<file path="src/rtl/alu_test_sequencer.sv">
// Exhaustive ALU stimulus sequencer: sweeps every (ALUOp, R2, R3) vector for ALUOp 0-6,
// waits for the ALU and comparator to settle, then tallies mismatches and keeps the first failure.
module alu_test_sequencer #(
   parameter int word_size = 5,
   parameter int SETTLE    = 2,
   parameter int CNT_W     = 16
) (
   input  logic                 clk,
   input  logic                 rst,
   input  logic                 start,
   input  logic                 error_flag,
   input  logic [word_size-1:0] error_bits,
   output logic [word_size-1:0] R2,
   output logic [word_size-1:0] R3,
   output logic [2:0]           ALUOp,
   output logic                 busy,
   output logic                 done,
   output logic [CNT_W-1:0]     err_count,
   output logic                 first_fail_valid,
   output logic [2:0]           first_fail_op,
   output logic [word_size-1:0] first_fail_r2,
   output logic [word_size-1:0] first_fail_r3,
   output logic [word_size-1:0] first_fail_bits
);

   localparam logic [1:0] S_IDLE   = 2'd0;
   localparam logic [1:0] S_SETTLE = 2'd1;
   localparam logic [1:0] S_CHECK  = 2'd2;
   localparam logic [1:0] S_DONE   = 2'd3;

   // The settle counter only ever needs to hold 0..SETTLE-1.
   localparam int              SC_W    = (SETTLE > 1) ? $clog2(SETTLE) : 1;
   localparam logic [SC_W-1:0] SC_LAST = SC_W'(SETTLE - 1);
   localparam logic [2:0]      OP_LAST = 3'd6;

   logic [1:0]           state;
   logic [SC_W-1:0]      settle_cnt;
   logic                 last_vector;
   logic [word_size-1:0] next_r2;
   logic [word_size-1:0] next_r3;
   logic [2:0]           next_op;
   logic                 count_full;

   assign last_vector = (ALUOp == OP_LAST) && (&R2) && (&R3);
   assign count_full  = &err_count;

   // R3 is the fastest digit; carries ripple into R2 and then into ALUOp.
   always_comb begin
      next_r3 = R3 + 1'b1;
      next_r2 = R2;
      next_op = ALUOp;
      if (&R3) begin
         next_r2 = R2 + 1'b1;
         if (&R2) begin
            next_op = ALUOp + 1'b1;
         end
      end
   end

   always_ff @(posedge clk or posedge rst) begin
      if (rst) begin
         state            <= S_IDLE;
         settle_cnt       <= '0;
         R2               <= '0;
         R3               <= '0;
         ALUOp            <= '0;
         busy             <= 1'b0;
         done             <= 1'b0;
         err_count        <= '0;
         first_fail_valid <= 1'b0;
         first_fail_op    <= '0;
         first_fail_r2    <= '0;
         first_fail_r3    <= '0;
         first_fail_bits  <= '0;
      end else begin
         case (state)
            S_IDLE, S_DONE: begin
               if (start) begin
                  err_count        <= '0;
                  first_fail_valid <= 1'b0;
                  first_fail_op    <= '0;
                  first_fail_r2    <= '0;
                  first_fail_r3    <= '0;
                  first_fail_bits  <= '0;
                  done             <= 1'b0;
                  busy             <= 1'b1;
                  R2               <= '0;
                  R3               <= '0;
                  ALUOp            <= '0;
                  settle_cnt       <= '0;
                  state            <= S_SETTLE;
               end
            end

            S_SETTLE: begin
               if (settle_cnt == SC_LAST) begin
                  state <= S_CHECK;
               end else begin
                  settle_cnt <= settle_cnt + 1'b1;
               end
            end

            S_CHECK: begin
               // The first failure of a sweep is sticky; later failures only count.
               if (error_flag) begin
                  if (!count_full) begin
                     err_count <= err_count + 1'b1;
                  end
                  if (!first_fail_valid) begin
                     first_fail_valid <= 1'b1;
                     first_fail_op    <= ALUOp;
                     first_fail_r2    <= R2;
                     first_fail_r3    <= R3;
                     first_fail_bits  <= error_bits;
                  end
               end
               if (last_vector) begin
                  busy  <= 1'b0;
                  done  <= 1'b1;
                  state <= S_DONE;
               end else begin
                  R2         <= next_r2;
                  R3         <= next_r3;
                  ALUOp      <= next_op;
                  settle_cnt <= '0;
                  state      <= S_SETTLE;
               end
            end

            default: begin
               state <= S_IDLE;
            end
         endcase
      end
   end

endmodule

</file>
<file path="config.mk">
export PLATFORM = sky130hd
export DESIGN_NAME = alu_test_sequencer
export DESIGN_NICKNAME = d
export VERILOG_FILES = /design/src/rtl/alu_test_sequencer.sv
export SDC_FILE = /design/constraint.sdc
export NUM_CORES = 1
export LEC_CHECK = 0
export CAP_MARGIN = 5
export CORE_MARGIN = 2
export CORE_UTILIZATION = 51
export CTS_CLUSTER_DIAMETER = 100
export DETAILED_ROUTE_END_ITERATION = 10
export GPL_ROUTABILITY_DRIVEN = 0
export MAX_ROUTING_LAYER = met4
export PLACE_DENSITY = 0.82
export SLEW_MARGIN = 20
export SYNTH_ARGS = -nofsm -noshare
export SYNTH_HDL_FRONTEND = slang
export SYNTH_SLANG_ARGS = --single-unit
</file>
<file path="constraint.sdc">
create_clock -name clk -period 2.4 [get_ports clk]
set_input_delay 0.36 -clock clk [delete_from_list [all_inputs] [get_ports clk]]
set_output_delay 0.36 -clock clk [all_outputs]
set_load 0.03 [all_outputs]
</file>
==> results of run 1 <==
worst max-delay path by stage:
| stage | endpoint | slack (ps) |
|---|---|---|
| finish | R3[3] | 270 |
| floorplan | R3[3] | 300 |
| global placement | err_count[7] | 400 |
| CTS | R3[3] | 280 |
| global route | R2[1] | 150 |
| detailed placement | R3[3] | 330 |
power by group through the flow:
stage          clock network (mW)  registers [mW]  logic, mW
2_1_floorplan                   0            1.14      0.448
3_3_place_gp                    0            1.05      0.760
3_5_place_dp                    0            1.05      0.776
4_1_cts                     0.552            1.04      0.779
5_1_grt                     0.585            1.05      0.857
6_report                    0.540            1.04      0.777
per-layer routing:
layer / part of all wire / routed length [um]
met3: 0.040 / 252
met1: 0.48 / 2990
met4: 0.016 / 101
met5: 0 / 0
met2: 0.47 / 2920
layout by cell type (no fill, tap or decap), types with 4 or more instances in the layout:
cell type        count
a22oi_1              4
nand4_1              4
mux2i_1              4
o21ai_0             18
nand3_1             13
inv_1               13
clkdlybuf4s50_1     58
nor2_1              10
dfrtp_1             53
nand2_1             34
clkbuf_8             5
o21ai_1             15
and3_1               4
buf_4                7
a21oi_1             15
ha_1                10
a22o_1              21
flip-flops by register name, indices dropped and copies added (netlist names):
| register | count |
|---|---|
| err_count | 16 |
| R2 | 5 |
| R3 | 5 |
| first_fail_bits | 5 |
| first_fail_r2 | 5 |
| first_fail_r3 | 5 |
| ALUOp | 3 |
| first_fail_op | 3 |
| state | 2 |
| busy | 1 |
| done | 1 |
| first_fail_valid | 1 |
| settle_cnt | 1 |
kinds of logic after synthesis:
group           Yosys count  synth area share
compound gates           92             0.233
xor+xnor                  2           0.00648
fa+ha+maj                10            0.0463
buf+inv                  23            0.0384
flops                    53             0.491
mux                       4            0.0148
simple gates             86             0.170
final cells by class:
class	instances	area [um^2]
multi-input cells	194	1270
repair buffers	66	653
fillers	405	1620
flip-flops and latches	53	1330
clock inverters	3	28.8
clock buffers	5	68.8
inverters	14	52.6
well taps	70	87.6
==> results.md, run 1 <==
* Placed cells at just under 400
* Max Transition Viols Final at 0
* Number of cells on the worst reg-to-reg path at 8
* Most used DFF post-synth: dfrtp_1
* Remaining DRCs at 0
* Initial antenna violation count at 0
* Yosys top cell area share at 0.491
* CTS tree: built
* Hold Slack at roughly 400 ps
* Clock Pin Slew Worst Setup and Hold Paths at 110 ps
* Met1 Use GR at 0.326
* Row cnt at 26
* Met3 Resource Use GR at 0.0294
* Vias in the first global route at between 2,000 and 2,500
* Synth Register Bits at 53
* Post-CTS Setup Bufs at 0
* Worst skew pair latency at 320 ps
* Clock sink count at 53
* Max-Cap Viols at 0
* Final period utilization at 0.889
* Combinational share of power at 0.330
* Cell depth of the worst setup path at 8
* CP cell instances: ha_1 -> and3_1 -> ha_1 -> nand3_1 -> nor2_1 -> or4_1 -> nand2_1 -> a22o_1
* Slowest cell on the critical path: or4_1
* Critical Path RT at roughly 2700 ps
* Post-CTS Resized at 0
* Least-Margin Pin Slew at between 500 and 600 ps
* DRT antenna net count at 0
* Worst min path class: in2async
* Leak pwr at approximately 1.5 nW
* DRT Pass-1 Iters at 4
* Num CTS Buffers at 5
* GRT Total Usage at 0.228
* Met2 usage at 0.339
* Drt wl/cell at 15.5 um
* Vias per cell at 5.75
* Vias at about 2,300
* Peak supply drop at around 0.00048 V
* Post-layout minimum cycle time at around 2100 ps
* Clk_skew at about 8 ps
* Clock Path Buffers at 2
* Hold Fails Final Rpt at 0
* Port bufs at between 50 and 60
* Setup crit start: R2[0]
* Syn Inst Count at 270
* Worst r2r src: R2[0]
* Net Sw Frac at 0.380
* Post-route setup slack at 265 ps
* Die area at between 0.005 and 0.006 mm^2
* Crit. End Element: flop
* Netlist cell types at approximately 50
* Worst path buffer plus inverter count at 0
* Cell Area, Synth at 0.00270 mm^2
* Pint at between 1 and 1.5 mW
* Post-CTS Hold Fix Bufs at 0
* Sequential power share at 0.440
* Outcome: finished clean
* Routed Wire Length at approximately 6.3 mm
* DP HPWL at between 4 and 5 mm
* Fmax at approximately 470 MHz
* Power Total at approximately 2.4 mW
* Worst slack, placed at 326 ps
* Core area at slightly above 0.005 mm^2
* Critical Path AT at roughly 2400 ps
* Area delta synth->final at 29.1%
* Die width at 76.8 um
* Layout cells sized above 1 at 0.0896
* RSZ-0062 raised after global routing: false
* Post-Syn Nets at between 200 and 300
* Reg2reg end: R3[3]
* Top-count cell post-synth: dfrtp_1
* Post-synth top area cell: dfrtp_1
* EDFF count, synth at 0
* Power share of the clock group at 0.229
* GRT overflow at 0
* Final cell count without fillers at 405
* TNS Setup at 0 ps
* Crit path max-delay family: simple AND/OR/NAND/NOR gates
* Share of the yosys chip area belonging to registers at 0.491
* Final Util at 0.683
* Final setup vio count at 0
* Switching pwr at about 0.90 mW
* Largest net degree at the start of global routing at 29
* Post-route cell area at around 0.0035 mm^2
* N_diodes at 0
* Worst-path fanout max at 7
* Chip height at approximately 77 um
* Max_slew headroom at 0.630
* Asr flop ratio synth at 1.00
* H-tree Lvls at 2
* Top-Level Pins at around 60
* Synth top area cells: dfrtp_1 49%, a22o_1 6.8%, nand2_1 4.7%, ha_1 4.6%, o21ai_0 3.3%
* Placed inst area at 0.00339 mm^2
* Commonest cells in the synthesized netlist: 53 x dfrtp_1, 34 x nand2_1, 21 x a22o_1, 18 x o21ai_0
* Avg Inst Size Synth at between 10 and 15 um^2
* Power density over cell area at roughly 670 mW/mm^2
* Critical path class: reg2reg
* CP max stage delay at between 400 and 500 ps
* Global-route wire length before repair at between 10 and 15 mm
* Crit path top cell by count: ha_1
* GR peak layer: met2
* R2R Setup Slk at approximately 270 ps
* Root Buffer Master: clkbuf_8
* Crit path launch type: flop
* Yosys warnings at 0
* Starting Density at 0.529
* Initial DRC count at 170
* Final nets at 353
Note: power is estimated with default switching activity, not from simulation.
==> run 2: changes to the inputs <==
--- a/config.mk
+++ b/config.mk
@@ -7,12 +7,13 @@
 export LEC_CHECK = 0
 export CAP_MARGIN = 5
 export CORE_MARGIN = 2
-export CORE_UTILIZATION = 51
+export CORE_UTILIZATION = 63
 export CTS_CLUSTER_DIAMETER = 100
 export DETAILED_ROUTE_END_ITERATION = 10
+export DONT_BUFFER_PORTS = 1
 export GPL_ROUTABILITY_DRIVEN = 0
 export MAX_ROUTING_LAYER = met4
-export PLACE_DENSITY = 0.82
+export PLACE_DENSITY = 0.81
 export SLEW_MARGIN = 20
 export SYNTH_ARGS = -nofsm -noshare
 export SYNTH_HDL_FRONTEND = slang
==> run 2 against run 1 <==
Die area fell by 18%. Maximum frequency grew 1.6%. Clock skew rose by 4.3 ps. Via count down 5.4%. Sequential share of layout area rose by 5.8 points.
==> results.md, run 2 (same netlist as run 1, synthesis figures left out) <==
* Die area at 0.00483 mm^2 (was 0.00590 mm^2)
* Worst path buffer plus inverter count at 0 (unchanged)
* Layout cells sized above 1 at 0.154 (was 0.0896)
* Slowest cell on the critical path: or4_1 (unchanged)
* Switching pwr at 0.857 mW (was 0.895 mW)
* DP HPWL at 4.29 mm (was 4.44 mm)
* Area delta synth->final at 11.9% (was 29.1%)
* R2R Setup Slk at 300 ps (was 270 ps)
* CP cell instances: ha_1 -> and3_1 -> ha_1 -> nand3_1 -> nor2_1 -> or4_1 -> nand2_1 -> a22o_1 (unchanged)
* Fillers at 275 (was 405)
* Worst r2r src: R2[0] (unchanged)
* GRT Total Usage at 0.271 (was 0.228)
* Max FFs per register at 16 (unchanged)
* Final setup vio count at 0 (unchanged)
* Largest net degree at the start of global routing at 29 (unchanged)
* Post-CTS Setup Bufs at 0 (unchanged)
* Power density over cell area at 771 mW/mm^2 (was 674 mW/mm^2)
* Critical Path AT at 2350 ps (was 2390 ps)
* Sequential power share at 0.461 (was 0.440)
* Final Util at 0.746 (was 0.683)
* Vias per cell at 6.43 (was 5.75)
* H-tree Lvls at 2 (unchanged)
* N_diodes at 0 (unchanged)
* Vias in the first global route at 2,091 (was 2,165)
* Commonest non-fill, non-tap cell in the layout: dfrtp_1 (was clkdlybuf4s50_1)
* Core area at 0.00406 mm^2 (was 0.00511 mm^2)
* Cell depth of the worst setup path at 8 (unchanged)
* Clock sink count at 53 (unchanged)
* Hold Fails Final Rpt at 0 (unchanged)
* Least-Margin Pin Slew at 544 ps (was 554 ps)
* Power Total at 2.33 mW (was 2.35 mW)
* Final period utilization at 0.875 (was 0.889)
* Max-Cap Viols at 0 (unchanged)
* Post-route setup slack at 299 ps (was 265 ps)
* Crit path max-delay family: simple AND/OR/NAND/NOR gates (unchanged)
* Setup crit start: R2[0] (unchanged)
* Biggest register: err_count (unchanged)
* CTS tree: built (unchanged)
* DRT antenna net count at 0 (unchanged)
* Outcome: finished clean (unchanged)
* Initial DRC count at 289 (was 170)
* Final nets at 312 (was 353)
* Crit path top cell by count: ha_1 (unchanged)
* Vias at 2,204 (was 2,329)
* Worst setup path endpoint: R3[3] (unchanged)
* Worst slack, placed at 341 ps (was 326 ps)
* Critical Path RT at 2650 ps (was 2660 ps)
* Root Buffer Master: clkbuf_8 (unchanged)
* Combinational share of power at 0.285 (was 0.330)
* Port bufs at 0 (was 58)
* Row cnt at 23 (was 26)
* Routed Wire Length at 5.99 mm (was 6.26 mm)
* Clock Path Buffers at 2 (unchanged)
* Commonest non-fill, non-tap cells in the layout: 53 x dfrtp_1, 34 x nand2_1, 23 x buf_4 (was 58 x clkdlybuf4s50_1, 53 x dfrtp_1, 34 x nand2_1)
* Remaining DRCs at 0 (unchanged)
* RSZ-0062 raised after global routing: false (unchanged)
* Drt wl/cell at 17.5 um (was 15.5 um)
* Max Transition Viols Final at 0 (unchanged)
* Worst min path class: in2reg (was in2async)
* Fmax at 476 MHz (was 468 MHz)
* Critical path class: reg2reg (unchanged)
* Worst-path fanout max at 6 (was 7)
* Leak pwr at 1.38 nW (was 1.48 nW)
* Top-Level Pins at 59 (unchanged)
* Crit path launch type: flop (unchanged)
* Global-route wire length before repair at 10.3 mm (was 10.5 mm)
* Chip height at 69.5 um (was 76.8 um)
* Net Sw Frac at 0.367 (was 0.380)
* Starting Density at 0.666 (was 0.529)
* Reg2reg end: R3[3] (unchanged)
* TNS Setup at 0 ps (unchanged)
* Worst skew pair latency at 300 ps (was 320 ps)
* Num CTS Buffers at 5 (unchanged)
* Initial antenna violation count at 0 (unchanged)
* Post-layout minimum cycle time at 2100 ps (was 2130 ps)
* Max_slew headroom at 0.637 (was 0.630)
* Peak supply drop at 0.000800 V (was 0.000481 V)
* DRT Pass-1 Iters at 4 (unchanged)
* Clock Pin Slew Worst Setup and Hold Paths at 100 ps (was 110 ps)
* CP max stage delay at 490 ps (was 480 ps)
* Crit. End Element: flop (unchanged)
* GRT overflow at 0 (unchanged)
* Number of cells on the worst reg-to-reg path at 8 (unchanged)
* Power share of the clock group at 0.255 (was 0.229)
* Die width at 69.5 um (was 76.8 um)
* Pint at 1.48 mW (was 1.46 mW)
* Clk_skew at 12.5 ps (was 8.20 ps)
==> run 2: worst min path at each step <==
stage                                     to  cells after the start  slack (ps)           from
after floorplan                   settle_cnt                      2         470     settle_cnt
after global placement    first_fail_bits[4]                      1         320            rst
after detailed placement  first_fail_bits[4]                      1         330            rst
after CTS                 first_fail_bits[1]                      1         180  error_bits[1]
after global routing      first_fail_bits[1]                      1         170  error_bits[1]
final                     first_fail_bits[1]                      1         190  error_bits[1]
==> run 2: per-layer routing <==
layer / part of all wire / global-route usage / wire length (um)
met3: 0.083 / 0.0698 / 500
met2: 0.45 / 0.377 / 2690
met1: 0.46 / 0.395 / 2740
met5: 0 / - / 0
met4: 0.011 / 0.0806 / 67
==> run 2: area by class of cell <==
cell class / count / area [um^2] / area share
Sequential cell: 53 / 1330 / 0.438
Multi-Input combinational cell: 194 / 1270 / 0.421
Timing Repair Buffer: 25 / 203 / 0.0670
Clock buffer: 5 / 68.8 / 0.0227
Tap cell: 50 / 62.6 / 0.0207
Inverter: 14 / 52.6 / 0.0174
Clock inverter: 2 / 38.8 / 0.0128
==> run 2: power groups by stage <==
| stage | Combinational, mW | Clock (mW) | Sequential, mW |
|---|---|---|---|
| 5_1_grt | 0.736 | 0.643 | 1.09 |
| 4_1_cts | 0.664 | 0.603 | 1.08 |
| 3_5_place_dp | 0.659 | 0 | 1.09 |
| 3_3_place_gp | 0.642 | 0 | 1.09 |
| 2_1_floorplan | 0.448 | 0 | 1.14 |
| 6_report | 0.664 | 0.595 | 1.07 |
==> run 2: timing repair <==
item,4_1_cts,5_1_grt
setup endpoints to repair,0,0
resized for setup,0,0
endpoints found under the hold margin,25,0
hold buffers,1,0
==> run 2: worst reg2reg max path, delay by kind of cell (launching register included) <==
kind / cells / cell delay [ps]
AO/OA/AOI/OAI: 1 / 130
flip-flops: 1 / 400
adder cells (fa/ha/maj): 2 / 450
AND/OR/NAND/NOR: 5 / 1060
==> run 2: metrics by stage <==
stage	cell area [um^2]	hold WS, ps	instances
after floorplan	2700	466	270
after CTS	3030	181	343
after detailed placement	2910	326	335
after global routing	3030	174	343
final	3030	189	343
after global placement	2910	321	335
==> run 3: changes to the inputs <==
--- a/config.mk
+++ b/config.mk
@@ -12,9 +12,7 @@
 export DETAILED_ROUTE_END_ITERATION = 10
 export DONT_BUFFER_PORTS = 1
 export GPL_ROUTABILITY_DRIVEN = 0
-export MAX_ROUTING_LAYER = met4
 export PLACE_DENSITY = 0.81
-export SLEW_MARGIN = 20
 export SYNTH_ARGS = -nofsm -noshare
 export SYNTH_HDL_FRONTEND = slang
 export SYNTH_SLANG_ARGS = --single-unit
==> constraint.sdc (replaced) <==
create_clock -name clk -period 2.2 [get_ports clk]
set_input_delay 0.33 -clock clk [delete_from_list [all_inputs] [get_ports clk]]
set_output_delay 0.33 -clock clk [all_outputs]
set_load 0.03 [all_outputs]
==> run 3 against run 2 <==
Combinational power up 12%. Total power up 8.1%. First-iteration DRC count down 2.1%. Critical path type unchanged. Sequential share of layout area down 0.91 points. Die area unchanged. Clock power up 0.7%.
==> results.md, run 3 (same netlist as run 1, synthesis figures left out) <==
* Worst slack, placed at 221 ps (was 341 ps)
* Reg2reg end: R3[3] (unchanged)
* Hold Fails Final Rpt at 0 (unchanged)
* Commonest non-fill, non-tap cells in the layout: 53 x dfrtp_1, 34 x nand2_1, 29 x buf_4 (was 53 x dfrtp_1, 34 x nand2_1, 23 x buf_4)
* Pint at 1.54 mW (was 1.48 mW)
* Power share of the clock group at 0.237 (was 0.255)
* Clk_skew at 11.4 ps (was 12.5 ps)
* Worst skew pair latency at 320 ps (was 300 ps)
* Sequential power share at 0.467 (was 0.461)
* Core area at 0.00406 mm^2 (unchanged)
* Port bufs at 0 (unchanged)
* Fmax at 505 MHz (was 476 MHz)
* Top-Level Pins at 59 (unchanged)
* Vias in the first global route at 2,072 (was 2,091)
* Vias at 2,256 (was 2,204)
* Crit path launch type: flop (unchanged)
* Post-CTS Setup Bufs at 0 (unchanged)
* Net Sw Frac at 0.390 (was 0.367)
* Initial antenna violation count at 0 (unchanged)
* Chip height at 69.5 um (unchanged)
* Critical path class: reg2reg (unchanged)
* Post-route setup slack at 218 ps (was 299 ps)
* Clock Path Buffers at 2 (unchanged)
* Die width at 69.5 um (unchanged)
* Worst r2r src: state[0] (was R2[0])
* Root Buffer Master: clkbuf_8 (unchanged)
* Switching pwr at 0.985 mW (was 0.857 mW)
* Biggest register: err_count (unchanged)
* Number of cells on the worst reg-to-reg path at 7 (was 8)
* Max Transition Viols Final at 0 (unchanged)
* Placed cells at 342 (was 335)
* Starting Density at 0.666 (unchanged)
* Clock Pin Slew Worst Setup and Hold Paths at 110 ps (was 100 ps)
* Post-layout minimum cycle time at 1980 ps (was 2100 ps)
* Power Total at 2.52 mW (was 2.33 mW)
* Max_slew headroom at 0.682 (was 0.637)
* Commonest non-fill, non-tap cell in the layout: dfrtp_1 (unchanged)
* Num CTS Buffers at 5 (unchanged)
* DRT antenna net count at 0 (unchanged)
* Global-route wire length before repair at 10.3 mm (about the same)
* Max-Cap Viols at 0 (unchanged)
* Largest net degree at the start of global routing at 33 (was 29)
* Vias per cell at 6.43 (about the same)
* Worst setup path endpoint: R3[3] (unchanged)
* Final cell count without fillers at 351 (was 343)
* Initial DRC count at 283 (was 289)
* Layout cells sized above 1 at 0.176 (was 0.154)
* Clock sink count at 53 (unchanged)
* Critical Path RT at 2450 ps (was 2650 ps)
* DP HPWL at 4.43 mm (was 4.29 mm)
* Drt wl/cell at 17.6 um (was 17.5 um)
* Combinational share of power at 0.295 (was 0.285)
* Peak supply drop at 0.000888 V (was 0.000800 V)
* Routed Wire Length at 6.17 mm (was 5.99 mm)
* RSZ-0062 raised after global routing: false (unchanged)
* Leak pwr at 1.42 nW (was 1.38 nW)
* R2R Setup Slk at 220 ps (was 300 ps)
* Final period utilization at 0.901 (was 0.875)
* Die area at 0.00483 mm^2 (unchanged)
* Crit. End Element: flop (unchanged)
* N_diodes at 0 (unchanged)
* Hold Slack at 135 ps (was 189 ps)
* Final nets at 319 (was 312)
* GRT overflow at 0 (unchanged)
* CTS tree: built (unchanged)
* TNS Setup at 0 ps (unchanged)
* Row cnt at 23 (unchanged)
* Remaining DRCs at 0 (unchanged)
* Least-Margin Pin Slew at 464 ps (was 544 ps)
* Worst min path class: in2reg (unchanged)
* Final setup vio count at 0 (unchanged)
* Critical Path AT at 2240 ps (was 2350 ps)
* GRT Total Usage at 0.264 (was 0.271)
* Setup crit start: state[0] (was R2[0])
* Worst-path fanout max at 21 (was 6)
* Outcome: finished clean (unchanged)
* H-tree Lvls at 2 (unchanged)
* DRT Pass-1 Iters at 4 (unchanged)
* Power density over cell area at 817 mW/mm^2 (was 771 mW/mm^2)
* Area delta synth->final at 14.3% (was 11.9%)
* Max FFs per register at 16 (unchanged)
run 3: worst min path at each step:
stage                  start            endpoint  slack, ps  cells after the start
2_1_floorplan  error_bits[0]  first_fail_bits[0]        460                      1
3_3_place_gp             rst        err_count[8]        260                      1
3_5_place_dp             rst        err_count[5]        270                      1
4_1_cts        error_bits[4]  first_fail_bits[4]        130                      1
5_1_grt        error_bits[3]  first_fail_bits[3]        130                      1
6_report       error_bits[4]  first_fail_bits[4]        130                      1
run 3: area by class of cell:
class                   instances  area [um^2]
clock buffers                   5         68.8
clock inverters                 3         28.8
fillers                       286          968
inverters                      14         52.6
multi-input cells             194         1280
flip-flops and latches         53         1330
well taps                      50         62.6
repair buffers                 32          268
run 3: layer usage:
metal,global-route usage,share of wire,up-vias
met5,0,0,-
met1,0.427,0.46,1071
met4,0.0501,0.0086,0
li1,-,-,1059
met2,0.356,0.44,118
met3,0.0741,0.088,8
run 3: critical path, stage by stage (launching register included):
cell and delay (ps):
dfrtp_1 400, inv_1 60, ha_1 350, mux2i_1 230, buf_12 200, or4_1 500
nand2_1 70, a22o_1 110
run 3: power by group through the flow:
stage | registers, mW | logic (mW) | clock network (mW)
after global routing | 1.19 | 0.831 | 0.636
after detailed placement | 1.20 | 0.735 | 0
after global placement | 1.19 | 0.717 | 0
after floorplan | 1.24 | 0.488 | 0
after CTS | 1.18 | 0.741 | 0.600
final | 1.18 | 0.745 | 0.599
run 3: timing repair:
| action | CTS | global route |
|---|---|---|
| gates resized for setup | 0 | 1 |
| hold buffers | 1 | 0 |
| endpoints found under the hold margin | 21 | 0 |
| setup endpoints to repair | 0 | 1 |
run 3: per-stage QoR:
stage,cell area (um^2),utilization
final,3090,0.761
after global routing,3090,0.761
after CTS,3080,0.759
after detailed placement,2970,0.733
after global placement,2970,0.733
after floorplan,2700,-
